**config.mk**
```make
export PLATFORM = sky130hd
export DESIGN_NAME = alu_seq_ctrl
export DESIGN_NICKNAME = d
export VERILOG_FILES = /design/src/rtl/alu_seq_pkg.sv /design/src/rtl/alu_seq_ctrl.sv
export SDC_FILE = /design/constraint.sdc
export NUM_CORES = 1
export LEC_CHECK = 0
export CAP_MARGIN = 10
export CORE_MARGIN = 2
export CORE_UTILIZATION = 45
export CTS_CLUSTER_SIZE = 10
export DETAILED_ROUTE_END_ITERATION = 10
export GPL_ROUTABILITY_DRIVEN = 0
export PLACE_DENSITY = 0.82
export SKIP_CTS_REPAIR_TIMING = 1
export SLEW_MARGIN = 5
export SYNTH_ARGS = -nofsm -noshare
export SYNTH_HDL_FRONTEND = slang
export SYNTH_SLANG_ARGS = --single-unit
```
**constraint.sdc**
```tcl
create_clock -name clk -period 3.9 [get_ports clk]
set_input_delay 0.78 -clock clk [delete_from_list [all_inputs] [get_ports clk]]
set_output_delay 0.78 -clock clk [all_outputs]
set_load 0.03 [all_outputs]
```
**src/rtl/alu_seq_pkg.sv**
```systemverilog
// ============================================================================
// alu_seq_pkg : shared widths, opcodes and state encoding for alu_seq_ctrl
// Revision    : 1.0
// ============================================================================
`default_nettype none

package alu_seq_pkg;

    localparam int DW  = 8;
    localparam int AW  = 2;
    localparam int OPW = 3;

    localparam logic [2:0] ALU_ADD = 3'b000;
    localparam logic [2:0] ALU_SUB = 3'b001;

    typedef enum logic [2:0] {
        IDLE = 3'd0,
        RDA  = 3'd1,
        RDB  = 3'd2,
        EXEC = 3'd3,
        WB   = 3'd4
    } state_e;

endpackage

`default_nettype wire

```
**src/rtl/alu_seq_ctrl.sv**
```systemverilog
// ============================================================================
// alu_seq_ctrl : micro-sequencer running one read-read-execute-write ALU
//                command (or a load-immediate) per handshake
// Revision     : 1.0
// ============================================================================
`default_nettype none

module alu_seq_ctrl #(
    parameter int DW        = alu_seq_pkg::DW,
    parameter int AW        = alu_seq_pkg::AW,
    parameter int OPW       = alu_seq_pkg::OPW,
    parameter int RF_RD_LAT = 1
) (
    input  logic           clk,
    input  logic           rst_n,
    input  logic           cmd_valid_i,
    output logic           cmd_ready_o,
    input  logic           cmd_ld_i,
    input  logic [OPW-1:0] cmd_op_i,
    input  logic [AW-1:0]  cmd_dst_i,
    input  logic [AW-1:0]  cmd_sa_i,
    input  logic [AW-1:0]  cmd_sb_i,
    input  logic [DW-1:0]  cmd_imm_i,
    output logic [AW-1:0]  rf_addr_o,
    output logic           rf_rd_o,
    output logic           rf_wr_o,
    output logic [DW-1:0]  rf_wdata_o,
    input  logic [DW-1:0]  rf_rdata_i,
    output logic [OPW-1:0] alu_op_o,
    output logic [DW-1:0]  alu_a_o,
    output logic [DW-1:0]  alu_b_o,
    input  logic [DW-1:0]  alu_y_i,
    output logic           busy_o,
    output logic           done_o,
    output logic [DW-1:0]  result_o
);
    import alu_seq_pkg::*;

    localparam int CW = (RF_RD_LAT > 1) ? $clog2(RF_RD_LAT) : 1;

    state_e         state_q, state_d;
    logic [CW-1:0]  cnt_q, cnt_d;
    logic [AW-1:0]  sa_q, sb_q, dst_q;
    logic [OPW-1:0] op_q;

    logic           cmd_acc;
    logic           rd_last;
    logic [AW-1:0]  sa_d, sb_d, dst_d;

    logic           ready_d, rd_d, wr_d, busy_d, done_d;
    logic [AW-1:0]  addr_d;
    logic [DW-1:0]  wdata_d, alu_a_d, alu_b_d, result_d;
    logic [OPW-1:0] alu_op_d;

    assign cmd_acc = cmd_valid_i & cmd_ready_o;
    assign rd_last = (cnt_q == CW'(RF_RD_LAT - 1));

    // Fields seen through the accept edge so the first address is issued with it
    assign sa_d  = cmd_acc ? cmd_sa_i  : sa_q;
    assign sb_d  = cmd_acc ? cmd_sb_i  : sb_q;
    assign dst_d = cmd_acc ? cmd_dst_i : dst_q;

    always_ff @(posedge clk or negedge rst_n) begin
        if (!rst_n) begin
            state_q <= IDLE;
            cnt_q   <= '0;
            sa_q    <= '0;
            sb_q    <= '0;
            dst_q   <= '0;
            op_q    <= '0;
        end else begin
            state_q <= state_d;
            cnt_q   <= cnt_d;
            sa_q    <= sa_d;
            sb_q    <= sb_d;
            dst_q   <= dst_d;
            if (cmd_acc) begin
                op_q <= cmd_op_i;
            end
        end
    end

    // Wait counter restarts at zero on every read-state entry
    always_comb begin
        state_d = state_q;
        cnt_d   = '0;
        case (state_q)
            IDLE: begin
                if (cmd_acc) begin
                    state_d = cmd_ld_i ? WB : RDA;
                end
            end
            RDA: begin
                if (rd_last) state_d = RDB;
                else         cnt_d   = cnt_q + CW'(1);
            end
            RDB: begin
                if (rd_last) state_d = EXEC;
                else         cnt_d   = cnt_q + CW'(1);
            end
            EXEC:    state_d = WB;
            WB:      state_d = IDLE;
            default: state_d = IDLE;
        endcase
    end

    always_comb begin
        ready_d  = (state_d == IDLE);
        busy_d   = (state_d != IDLE);
        rd_d     = (state_d == RDA) || (state_d == RDB);
        wr_d     = (state_d == WB);
        done_d   = (state_d == WB);
        addr_d   = '0;
        wdata_d  = rf_wdata_o;
        alu_a_d  = alu_a_o;
        alu_b_d  = alu_b_o;
        alu_op_d = alu_op_o;
        result_d = result_o;
        case (state_d)
            RDA:     addr_d = sa_d;
            RDB:     addr_d = sb_d;
            WB:      addr_d = dst_d;
            default: addr_d = '0;
        endcase
        if (cmd_acc && cmd_ld_i) begin
            wdata_d = cmd_imm_i;
        end else if (state_q == EXEC) begin
            wdata_d = alu_y_i;
        end
        if (state_q == RDA && rd_last) begin
            alu_a_d = rf_rdata_i;
        end
        if (state_q == RDB && rd_last) begin
            alu_b_d  = rf_rdata_i;
            alu_op_d = op_q;
        end
        if (state_q == WB) begin
            result_d = rf_wdata_o;
        end
    end

    always_ff @(posedge clk or negedge rst_n) begin
        if (!rst_n) begin
            cmd_ready_o <= 1'b0;
            busy_o      <= 1'b0;
            rf_rd_o     <= 1'b0;
            rf_wr_o     <= 1'b0;
            done_o      <= 1'b0;
            rf_addr_o   <= '0;
            rf_wdata_o  <= '0;
            alu_a_o     <= '0;
            alu_b_o     <= '0;
            alu_op_o    <= '0;
            result_o    <= '0;
        end else begin
            cmd_ready_o <= ready_d;
            busy_o      <= busy_d;
            rf_rd_o     <= rd_d;
            rf_wr_o     <= wr_d;
            done_o      <= done_d;
            rf_addr_o   <= addr_d;
            rf_wdata_o  <= wdata_d;
            alu_a_o     <= alu_a_d;
            alu_b_o     <= alu_b_d;
            alu_op_o    <= alu_op_d;
            result_o    <= result_d;
        end
    end

endmodule

`default_nettype wire

```
# Yosys cells after proc, flatten, opt, wreduce, memory -nomap -nowiden
# Index checks and enable logic that the tools add are counted.
# word_totals
regBits	54
latch_bits	0
mem_bits_rw	0
romBits	0
inputBits	37
output_inout_bits	42
elab_cells	48
memories	0
# op_classes
addsub	1
multipliers	0
div	0
n_lt_le_gt_ge	0
eq_ne	7
n_shift	0
n_mux	13
bitwise_logic	2
reduce_logical	9
# ops
op	count
2-to-1 mux 8 bit	2
2-to-1 mux 3 bit	4
one-hot mux 3 bit (4 select lines)	1
== test 3 x 2 -> 1 bit, second input constant	3
== test 3 x 1 -> 1 bit, second input constant	2
== test 3 bit, second input constant	2
zero test 3 bit	2
2-to-1 mux 2 bit	3
one-hot mux 2 bit (3 select lines)	1
logical AND 1 bit	3
nonzero test 3 bit	1
2-to-1 mux 1 bit	2
nonzero test 2 bit	1
OR reduction 2 bit	1
adder 1 bit, second input constant	1
bitwise AND 1 bit	1
logical OR 1 bit	1
inverter 1 bit	1

# Longest topological paths before layout
# Gate-level depths: netlist (run 1).
# depth
depth_word	5
mapped_depth	5
ltp_nobuf	4

# Least setup slack after synthesis (run 1)
# No wires, ideal clock.
# synth_path
kind	input to register
startpoint	input port cmd_ld_i
endpoint	register rf_wdata_o[0]
setup_ns	0.125
t_arrival_ns	1.533
required_ns	3.775
slack_ns	2.242
cell_stages	3
n_path_buf	0
path_cell_list	nand3_2 o21ai_2 mux2_2
# synth_between
elab_chain_cells	2
elab_cells_between_ends	3
classes_between	mux (1); reduce/logical (2)
# synth_lines
element	line	rtl
start: declaration	alu_seq_ctrl.sv:18	input logic cmd_ld_i,
logical AND 1 bit (*)	alu_seq_ctrl.sv:125	if (cmd_acc && cmd_ld_i) begin
2-to-1 mux 8 bit or nonzero test 2 bit (tied branches)	-	
end signal: assignment	alu_seq_ctrl.sv:162	rf_wdata_o <= wdata_d;
end: declaration	alu_seq_ctrl.sv:27	output logic [DW-1:0] rf_wdata_o,
# Every way passes the cells marked *; elsewhere a longest branch is shown, timed or not.
# A chain may end at the register's enable or synchronous reset.

# Worst setup path in the final report (run 1)
# layout_path
startpoint	register cmd_ready_o
endpoint	output port cmd_ready_o
# layout_lines
element	line	rtl
start: declaration	alu_seq_ctrl.sv:17	output logic cmd_ready_o,
start signal: assignment	alu_seq_ctrl.sv:156	cmd_ready_o <= ready_d;
# No word-level cell between the ends.

==> flow_summary.ini, run 1 <==
[worst_setup_path]
critical_path.n_buffers_inverters = 1
path_delay_family = buffers and inverters
crit_path_start_kind = register
critPathCaptureType = output pin
arrival_ns = 1.41
path_cells = clkdlybuf4s50_1
critPathMaxStageDelay_ns = 0.69
crit_path_max_fanout = 4
cpMaxStageDelayCell = clkdlybuf4s50_1
required_ns = 3.12
crit_type = reg2out

[synthesis]
yosysTopAreaCell = dfrtp_1
synth_warnings = 0
synth_seq_cells = 51
ys_seq_area_share_pct = 62.01
syn_avg_cell_area_um2 = 13.81
synth_area_leaders = dfrtp_1 (62%), mux2_2 (22%), nand2_1 (5.1%), mux2_4 (1.5%), and4_1 (1.3%)
yosysUniqueCellTypes = 23
syn_nets = 186
synth_top_area_share_pct = 62.01
syn_inst = 149
syn-cell-area_um2 = 2058

[grt]
gr-total-overflow = 0
antenna_found_initial = 0
grt_max_degree = 52
gr-usage-met1_pct = 21.66
busiest_layer = met2
grt_use_met3_pct = 6.470
track_usage_pct = 17.40
grt_util_met2_pct = 28.70
grt_pass1_wl_mm = 6.948
grt_pass1_vias = 1496

[floorplan]
io_pins = 79
initial_utilization_pct = 46.95
fp-row-count = 24
die_w_um = 71.63
fp.coreArea_um2 = 4384
chipHeight_um = 71.63
die-area_um2 = 5131

[sta]
finalClockSkew_ns = 0.002370
setup_viol = 0
tightest_slew_ns = 0.7326
final_max_slew_viol_count = 0
hold_violations = 0
rsz0062_at_grt = false
slew_headroom_pct = 50.94
finalSetupTns_ns = 0
clock.fmax_ghz = 0.4576
fin_crit_sh_pct = 56.04
setup_slack_ns = 1.715
finalCriticalPeriod_ns = 2.185

[clock_tree]
worst_skew_pair.late_latency_ns = 0.29
cts-root-buf = clkbuf_8
cts_max_path_buffers = 2
clock-sinks = 51
cts_made_buffers = 5
clk_pin_slew_worst_paths_ns = 0.09
tritoncts = done
cts_max_level = 2

[finish]
area_growth_syn_to_layout_pct = 44.07
fin_util_pct = 67.64
final_cell_mix = clkdlybuf4s50_1 (77), dfrtp_1 (51), mux2_2 (40), nand2_1 (28), clkbuf_8 (5)
drive_above_1_share_pct = 25.65
layout_commonest_cell = clkdlybuf4s50_1
fin_cells = 282
nNetsFinal = 266
num_antenna_cells = 0
fillers = 344

[placed_design]
io_buffers = 78
dp_hpwl_mm = 3.106
placed_cells = 273
dp_slack_ns = 1.509

[detailed_routing]
firstDrtPassIters = 4
drtAntennaViolNets = 0
num_vias = 1426
drc = 0
wl_per_cell_um = 14.96
viasPerCell = 5.057
drt-total-wl_mm = 4.219
drt_iter0_drc = 56

[power_and_ir_drop]
p_leak_nw = 1.304
power_mw = 2.646
peakVddDrop_mv = 0.4722
pwr_density_cell_nw_per_um2 = 892.4

[status]
outcome = finished, final reports clean

[min_path]
hp-class = in2async

[flow_run]
maxCapViolations = 0
-- cell type report --
| class | instances | area [µm²] | share of cell area, % |
|---|---|---|---|
| flip-flops and latches | 51 | 1276 | 43.04 |
| well taps | 52 | 65.06 | 2.194 |
| multi-input cells | 90 | 735.7 | 24.81 |
| inverters | 2 | 8.758 | 0.2954 |
| repair buffers | 79 | 795.8 | 26.84 |
| clock buffers | 5 | 68.82 | 2.321 |
| clock inverters | 3 | 15.01 | 0.5063 |
-- final timing paths --
path | startpoint | depth (start not counted) | slack [ns] | end
max in group asynchronous | rst_n | 2 | 2.96 | alu_a_o[5]
worst max-delay path | cmd_ready_o | 1 | 1.71 | cmd_ready_o
min in group clk | alu_a_o[0] | 2 | 0.48 | alu_a_o[0]
worst max register to register | state_q[1] | 3 | 2.36 | result_o[7]
worst min-delay path | rst_n | 1 | 0.43 | rf_addr_o[1]
worst min register to register | alu_a_o[0] | 2 | 0.48 | alu_a_o[0]
-- power by group --
part / internal, mW / leakage [nW] / total [mW] / switching, mW
Combinational: 0.663 / 0.644 / 1.42 / 0.752
Sequential: 0.792 / 0.613 / 0.947 / 0.154
Clock: 0.123 / 0.0477 / 0.285 / 0.162
Total: 1.58 / 1.30 / 2.65 / 1.07
-- state kept, by name, indices dropped and copies added, names as in the netlist --
| name | flops |
|---|---|
| alu_a_o | 8 |
| alu_b_o | 8 |
| result_o | 8 |
| rf_wdata_o | 8 |
| alu_op_o | 3 |
| op_q | 3 |
| state_q | 3 |
| dst_q | 2 |
| rf_addr_o | 2 |
| sb_q | 2 |
| busy_o | 1 |
| cmd_ready_o | 1 |
| done_o | 1 |
| rf_rd_o | 1 |
-- synth_stat cells --
cell type / number
dfrtp_1: 51
mux2_2: 40
nand2_1: 28
and4_1: 3
buf_2: 3
nor2_1: 3
a221o_1: 2
and2_1: 2
mux2_4: 2
nand2_2: 2
buf_4: 1
buf_6: 1
clkbuf_1: 1
clkinv_2: 1
inv_1: 1
nand3_1: 1
nand3_2: 1
nand4_1: 1
nor3b_2: 1
o21ai_2: 1
o22a_2: 1
or3_1: 1
or3b_1: 1
-- stage by stage --
stage | area [µm²] | hold slack, ns
floorplan | 2058 | 0.4678
global placement | 2861 | 0.4598
detailed placement | 2861 | 0.4653
CTS | 2945 | 0.4840
global route | 2965 | 0.4509
finish | 2965 | 0.4253
-- routing by layer --
metal | routed length (µm) | up-vias
met2 | 1943 | 61
li1 | - | 669
met4 | 21 | 0
met3 | 402 | 3
met1 | 1851 | 693
met5 | 0 | -
-- cell families after synthesis --
kind of cell,share of synthesized area (%)
compound gates,1.885
buf+inv,2.249
flops,62.01
mux,23.34
simple gates,10.52
Power figures use the tool's default switching activity.
==> run 2, diff against run 1 <==
--- a/config.mk
+++ b/config.mk
@@ -7,11 +7,11 @@
 export LEC_CHECK = 0
 export CAP_MARGIN = 10
 export CORE_MARGIN = 2
-export CORE_UTILIZATION = 45
+export CORE_UTILIZATION = 39
 export CTS_CLUSTER_SIZE = 10
 export DETAILED_ROUTE_END_ITERATION = 10
 export GPL_ROUTABILITY_DRIVEN = 0
-export PLACE_DENSITY = 0.82
+export PLACE_DENSITY = 0.75
 export SKIP_CTS_REPAIR_TIMING = 1
 export SLEW_MARGIN = 5
 export SYNTH_ARGS = -nofsm -noshare
==> constraint.sdc (replaced) <==
create_clock -name clk -period 1.9 [get_ports clk]
set_input_delay 0.38 -clock clk [delete_from_list [all_inputs] [get_ports clk]]
set_output_delay 0.38 -clock clk [all_outputs]
set_load 0.03 [all_outputs]
==> flow_summary.ini, run 2 (same netlist as run 1, synthesis figures left out) <==
[status]
outcome = finished, final reports clean

[worst_setup_path]
path_delay_family = buffers and inverters
crit_path_max_fanout = 4
worstReg2RegStart = state_q[1]
crit_path_start_kind = register
critPathCaptureType = output pin
reg2reg_to = result_o[0]
rr_worst_depth = 3
path_cells = clkdlybuf4s50_1
critPathMaxStageDelay_ns = 0.70
cpMaxStageDelayCell = clkdlybuf4s50_1
critical_path.n_buffers_inverters = 1
arrival_ns = 1.40
reg2reg_slack_ns = 0.33
crit_type = reg2out
required_ns = 1.52

[sta]
finalCriticalPeriod_ns = 1.779
clock.fmax_ghz = 0.5622
hold_violations = 0
fin_crit_sh_pct = 93.61
slew_headroom_pct = 63.12
finalSetupTns_ns = 0
rsz0062_at_grt = false
final_max_slew_viol_count = 0
setup_viol = 0
tightest_slew_ns = 0.5531
finalClockSkew_ns = 0.005778
hold-worst-slack_ns = 0.06614

[grt]
gr-usage-met1_pct = 16.98
grt_use_met3_pct = 5.687
track_usage_pct = 15.34
antenna_found_initial = 0
gr-total-overflow = 0
grt_pass1_wl_mm = 7.086
grt_pass1_vias = 1578
grt_util_met2_pct = 27.17
busiest_layer = met2
grt_max_degree = 29

[placed_design]
post_dp_cell_area_um2 = 2932
io_buffers = 78
dp_hpwl_mm = 3.092

[finish]
area_growth_syn_to_layout_pct = 47.29
fin_util_pct = 59.36
nNetsFinal = 268
drive_above_1_share_pct = 25.86
num_antenna_cells = 0
layout_commonest_cell = clkdlybuf4s50_1
final_cell_area_um2 = 3032
final_cell_mix = clkdlybuf4s50_1 (77), dfrtp_1 (51), mux2_2 (40), nand2_1 (28), clkbuf_8 (7)

[detailed_routing]
drt-total-wl_mm = 4.195
wl_per_cell_um = 13.89
drt_iter0_drc = 49
firstDrtPassIters = 4
drc = 0
num_vias = 1426
viasPerCell = 4.722
drtAntennaViolNets = 0

[min_path]
hp-class = in2async

[power_and_ir_drop]
pwr_density_cell_nw_per_um2 = 1818
power_mw = 5.512
p_leak_nw = 1.324
peakVddDrop_mv = 0.9174

[clock_tree]
clk_pin_slew_worst_paths_ns = 0.09
cts-root-buf = clkbuf_8
cts_max_level = 2
cts_made_buffers = 5
clock-sinks = 51
tritoncts = done
cts_max_path_buffers = 2
worst_skew_pair.late_latency_ns = 0.29

[floorplan]
io_pins = 79
die_w_um = 76.65
fp-row-count = 26
initial_utilization_pct = 40.30
chipHeight_um = 76.65
fp.coreArea_um2 = 5107
die-area_um2 = 5874

[flow_run]
maxCapViolations = 0
[run 2: cell count changes in the layout (fill, tap and decap cells not counted)]
| cell | before | now |
|---|---|---|
| buf_4 | 0 | 1 |
| clkinv_2 | 4 | 1 |
| buf_12 | 1 | 2 |
| clkbuf_8 | 5 | 7 |
| clkbuf_1 | 0 | 1 |
[run 2: layer usage]
layer  vias to the layer above  part of all wire, %
met4                         0                 0.69
met2                        47                   51
li1                        673                    -
met3                         4                  5.8
met5                         -                    0
met1                       702                   42
[run 2: power by group]
| group | switching (mW) | internal (mW) | leakage, nW |
|---|---|---|---|
| sequential | 0.312 | 1.63 | 0.613 |
| combinational | 1.54 | 1.38 | 0.659 |
| clock | 0.318 | 0.333 | 0.0515 |
| total | 2.17 | 3.34 | 1.32 |
[run 2: layout make-up]
| cell class | count | area [µm²] |
|---|---|---|
| clock buffers | 8 | 100.1 |
| fillers | 458 | 2076 |
| inverters | 2 | 8.758 |
| multi-input cells | 90 | 735.7 |
| flip-flops and latches | 51 | 1276 |
| well taps | 70 | 87.58 |
| repair buffers | 81 | 823.3 |
[run 2: through the flow]
step | instances | worst slack [ns]
after global routing | 302 | 0.07507
after floorplan | 149 | 0.3983
final | 302 | 0.1214
after CTS | 302 | 0.1005
after global placement | 294 | 0.04741
after detailed placement | 294 | 0.01430
[run 2: worst max path at each step]
stage / from / endpoint / slack [ns] / depth (start not counted)
3_3_place_gp: cmd_valid_i / rf_wdata_o[5] / 0.05 / 5
5_1_grt: cmd_ready_o / cmd_ready_o / 0.08 / 1
4_1_cts: cmd_ready_o / cmd_ready_o / 0.10 / 1
2_1_floorplan: cmd_ready_o / rf_wdata_o[0] / 0.40 / 3
3_5_place_dp: cmd_valid_i / rf_wdata_o[2] / 0.01 / 5
6_report: cmd_ready_o / cmd_ready_o / 0.12 / 1
==> RTL edit 1, RTL diff (flow settings as in run 1) <==
Re-encode `state_e` (5 states) as one-hot, 5 bits wide.
--- a/src/rtl/alu_seq_pkg.sv
+++ b/src/rtl/alu_seq_pkg.sv
@@ -13,12 +13,12 @@
     localparam logic [2:0] ALU_ADD = 3'b000;
     localparam logic [2:0] ALU_SUB = 3'b001;
 
-    typedef enum logic [2:0] {
-        IDLE = 3'd0,
-        RDA  = 3'd1,
-        RDB  = 3'd2,
-        EXEC = 3'd3,
-        WB   = 3'd4
+    typedef enum logic [4:0] {
+        IDLE = 5'b00001,
+        RDA  = 5'b00010,
+        RDB  = 5'b00100,
+        EXEC = 5'b01000,
+        WB   = 5'b10000
     } state_e;
 
 endpackage
Behaviour: no difference found for any inputs over 10 cycles, from zero or initial values and one cycle with rst_n low; not proved beyond that.
==> RTL edit 1 against run 1 <==
Via count grew 6.2%; power shrank 7.3%; clock skew grew 5.4 ps; area after synthesis grew 11%; sequential power shrank 2%; design area grew 6.9%; clock power grew 2%; worst setup slack lost 140 ps; sequential cell count grew 2; wire length grew 8.2%; core utilization shrank 1.8 points; largest cell class unchanged.
==> RTL edit 1: results (changes against run 1) <==
status finished clean; CTS root buf clkbuf_8; sw frac 37.99% (-2.4 points); routed length on met2 2150 µm (+11%); hpwl dp 3371 µm (+8.5%); share of cells above drive strength 1 28.33% (+2.7 points); CP peak stage delay 730 ps (+40 ps); worst-margin pin slew 806.4 ps (+73.75 ps); syn_nets 191 (+2.7%); Synth cell types 32 (+39%); fraction of registers with async set/reset 100.0% (unchanged); Synth area leaders dfrtp_1 (57%), mux2_2 (17%), mux2_4 (8.5%), or2_2 (1.4%), a21boi_0 (1.3%); initial DRC count 36 (-36%); Pre-antenna DRT Iters 4 (unchanged); final setup fails 0 (unchanged); Synth Flop Type dfrtp_1; Worst Hold Class flip-flop to flip-flop; Clock Skew 7.786 ps (+5.415 ps); Nets 269 (+1.1%); first-pass GRT wire length 7383 µm (+6.3%); Num CTS Buffers 5 (unchanged); Post-Route WL 4563 µm (+8.2%); pin count of the biggest net entering global routing 39 (-25%); vias 1515 (+6.2%); register area share after synthesis 57.95% (-4.1 points); Crit-path slowest cell clkdlybuf4s50_1; LEAKAGE 1.376 nW (+5.5%); crit-path max FO 12 (+8); WL met1 2052 µm (+11%); Fillers 399 (+16%); CP top delay family buffers and inverters; antenna fix cells 0 (unchanged); H-tree lvl count 2 (unchanged); top post-synthesis cells by count dfrtp_1 (52), mux2_2 (34), mux2_4 (13); total track usage 17.47% (+0.064 points); peak supply drop 0.5004 mV (+6.0%); met3 WL 321 µm (-20%); crit path DAT 1540 ps (+130 ps); Top Metal Used met4
RTL edit 1: logic make-up after synthesis:
| logic type | synth area share, % |
|---|---|
| AOI/OAI and AO/OA | 4.479 |
| DFF | 57.95 |
| muxes | 25.23 |
| and+or+nand+nor | 8.575 |
| xor gates and xnor gates | 0.3824 |
| buffers and inverters | 3.386 |
RTL edit 1: cell type report:
cell class                 instances  share of cell area, %
inverter                           2                 0.2369
tap                               67                  2.645
clock inverter                     1                 0.1579
timing repair buffer              79                  24.71
multi-input combinational         91                  27.95
clock buffer                       7                  2.408
sequential                        53                  41.89
RTL edit 1: layer usage:
metal | GRT usage (%) | vias up
met2 | 27.92 | 57
met3 | 4.762 | 5
met5 | 0 | -
met1 | 24.32 | 744
met4 | 3.509 | 0
li1 | - | 709
RTL edit 1: power by group through the flow:
stage / Clock (W) / Sequential [W] / Combinational (W)
floorplan: 0 / 0.00130 / 0.000382
global placement: 0 / 0.000939 / 0.00122
detailed placement: 0 / 0.000942 / 0.00124
CTS: 0.000302 / 0.000937 / 0.00124
global route: 0.000322 / 0.000968 / 0.00131
finish: 0.000290 / 0.000932 / 0.00123
RTL edit 1: worst paths after layout:
kind / slack, ps / startpoint / cells after the start / end
setup / recovery: 1580 / cmd_ready_o / 1 / cmd_ready_o
hold / removal: 510 / result_o[7] / 1 / result_o[7]
setup reg to reg: 2170 / state_q[1] / 3 / rf_wdata_o[2]
hold reg to reg: 510 / result_o[7] / 1 / result_o[7]
max in group asynchronous: 2550 / rst_n / 2 / state_q[0]
min in group asynchronous: 570 / rst_n / 1 / rf_wdata_o[1]
RTL edit 1: per-stage QoR:
stage	instance area (µm²)	instances	setup slack (ps)
6_report	3169	300	1578
3_3_place_gp	3088	292	1332
3_5_place_dp	3088	292	1268
2_1_floorplan	2291	154	2092
4_1_cts	3169	300	1570
5_1_grt	3169	300	1507
==> RTL edit 2, RTL diff (config.mk and constraints of run 1) <==
Made on the original files. `DW`: 8 -> 9.
--- a/src/rtl/alu_seq_pkg.sv
+++ b/src/rtl/alu_seq_pkg.sv
@@ -6,7 +6,7 @@
 
 package alu_seq_pkg;
 
-    localparam int DW  = 8;
+    localparam int DW  = 9;
     localparam int AW  = 2;
     localparam int OPW = 3;
 
Ports: changed (7 resized); port bits go from 79 to 86. No check against the original RTL was run, so the function may have changed too.
==> RTL edit 2 against run 1 <==
Design area rose by 8.8%; worst setup slack worse by 110 ps; global-route usage fell by 0.79 points; sequential cell count grew 4; power grew 12%; fmax is 4.8% lower; critical path depth up 3; combinational power rose by 14%; sequential share of layout area down 0.37 points; wire length up 3.9%; core utilization fell by 0.24 points; area after synthesis grew 9.7%; via count up 1.8%; critical path type is now input pin to flip-flop; largest cell class unchanged; largest power group unchanged.
==> RTL edit 2: results (changes against run 1) <==
hpwl dp 3335 µm (+7.4%); CP Launch Point cmd_valid_i; H-tree lvl count 2 (unchanged); CTS root buf clkbuf_8; Clock Skew 4.833 ps (+2.463 ps); RR Endpoint alu_b_o[6]; worst setup path endpoint rf_wdata_o[5]; syn_nets 185 (-0.54%); initial DRC count 53 (-5.4%); Nets 270 (+1.5%); crit-path max FO 11 (+7); latest clock arrival within the worst-skew pair 290 ps (about the same); status finished clean; first-pass GRT wire length 7031 µm (+1.2%); register area share after synthesis 60.98% (-1.0 points); total track usage 16.61% (-0.79 points); top post-synthesis cells by count dfrtp_1 (55), mux2_2 (48), mux2_4 (7); Internal 0.001821 W (+15%); Avg WL per Cell 14.70 µm (-1.7%); Synth cell types 22 (-4.3%); LEAKAGE 1.378 nW (+5.7%); Pre-antenna DRT Iters 2 (-2); CTS max path bufs 2 (unchanged); peak supply drop 0.5331 mV (+13%); antenna fix cells 0 (unchanged); Clock transition at path regs 90 ps (about the same); initial antenna violation count 0 (unchanged); crit path DAT 2480 ps (+1070 ps); Synth area leaders dfrtp_1 (61%), mux2_2 (24%), mux2_4 (4.7%), buf_6 (1.0%), a221o_1 (0.89%); Hold WS 483.3 ps (+57.94 ps); Fillers 372 (+8.1%); pin count of the biggest net entering global routing 29 (-44%); FF-to-FF path depth 2 (-1); Num CTS Buffers 5 (unchanged); flop-to-flop setup slack 2190 ps (-170 ps); IO buf count 85 (+9.0%); Yosys warnings 0 (unchanged); Slew headroom 49.17% (-1.8 points); share of cells above drive strength 1 29.00% (+3.4 points); source of the worst register-to-register timing path state_q[2]; Worst Hold Class input pin to asynchronous set/reset pin; fraction of registers with async set/reset 100.0% (unchanged); via/cell ratio 4.869 (-3.7%)
[RTL edit 2: changes by cell type after synthesis, moves of 2 or more]
| cell | delta |
|---|---|
| nand2_1 | -23 |
| mux2_2 | +8 |
| mux2_4 | +5 |
| dfrtp_1 | +4 |
| nand2_2 | -2 |
[RTL edit 2: cells by family (layout without fill, tap and decap cells)]
| kind of cell | Yosys count | after routing | synth area share [%] |
|---|---|---|---|
| flops | 55 | 55 | 60.98 |
| compound gates | 4 | 4 | 1.663 |
| simple gates | 20 | 20 | 4.989 |
| xor+xnor | 1 | 1 | 0.3881 |
| mux | 55 | 55 | 28.60 |
| buf+inv | 10 | 96 | 3.381 |
[RTL edit 2: worst min-delay path by stage]
| stage | end | cells past startpoint |
|---|---|---|
| 2_1_floorplan | dst_q[0] | 1 |
| 3_3_place_gp | sb_q[1] | 1 |
| 3_5_place_dp | alu_b_o[0] | 1 |
| 4_1_cts | state_q[0] | 1 |
| 5_1_grt | result_o[4] | 1 |
| 6_report | result_o[1] | 1 |
[RTL edit 2: stage by stage]
step | area [µm²] | util (%) | total power [W] | instances | setup WS [ps]
floorplan | 2257 | - | 0.002077 | 145 | 2119
global placement | 3126 | 65.31 | 0.002641 | 290 | 1317
detailed placement | 3126 | 65.31 | 0.002678 | 290 | 1239
CTS | 3226 | 67.40 | 0.003013 | 298 | 1560
global route | 3226 | 67.40 | 0.003145 | 298 | 1508
finish | 3226 | 67.40 | 0.002975 | 298 | 1604
[RTL edit 2: power groups by stage]
stage	Clock, W	Sequential [W]	Combinational [W]
after floorplan	0	0.00148	0.000598
after global placement	0	0.00104	0.00161
after detailed placement	0	0.00104	0.00164
after CTS	0.000338	0.00103	0.00164
after global routing	0.000362	0.00107	0.00171
final	0.000327	0.00103	0.00162
[RTL edit 2: final cells by class]
type / count / area, µm² / area share, %
repair buffers: 86 / 853.3 / 26.45
clock buffers: 8 / 100.1 / 3.103
multi-input cells: 80 / 804.5 / 24.94
inverters: 2 / 7.507 / 0.2327
well taps: 67 / 83.83 / 2.599
flip-flops and latches: 55 / 1376 / 42.67
[RTL edit 2: worst max-delay path, cell delays in order]
cell             delay, ps
clkdlybuf4s50_1        490
nand3_1                420
o21ai_2                400
mux2_2                 390
[RTL edit 2: metal layers]
layer / part of all wire [%] / routed length [µm] / track usage (%)
met2: 48 / 2092 / 28.46
met5: 0 / 0 / 0
met4: 0.87 / 38 / 4.167
met1: 43 / 1877 / 20.78
met3: 8.5 / 372 / 4.819
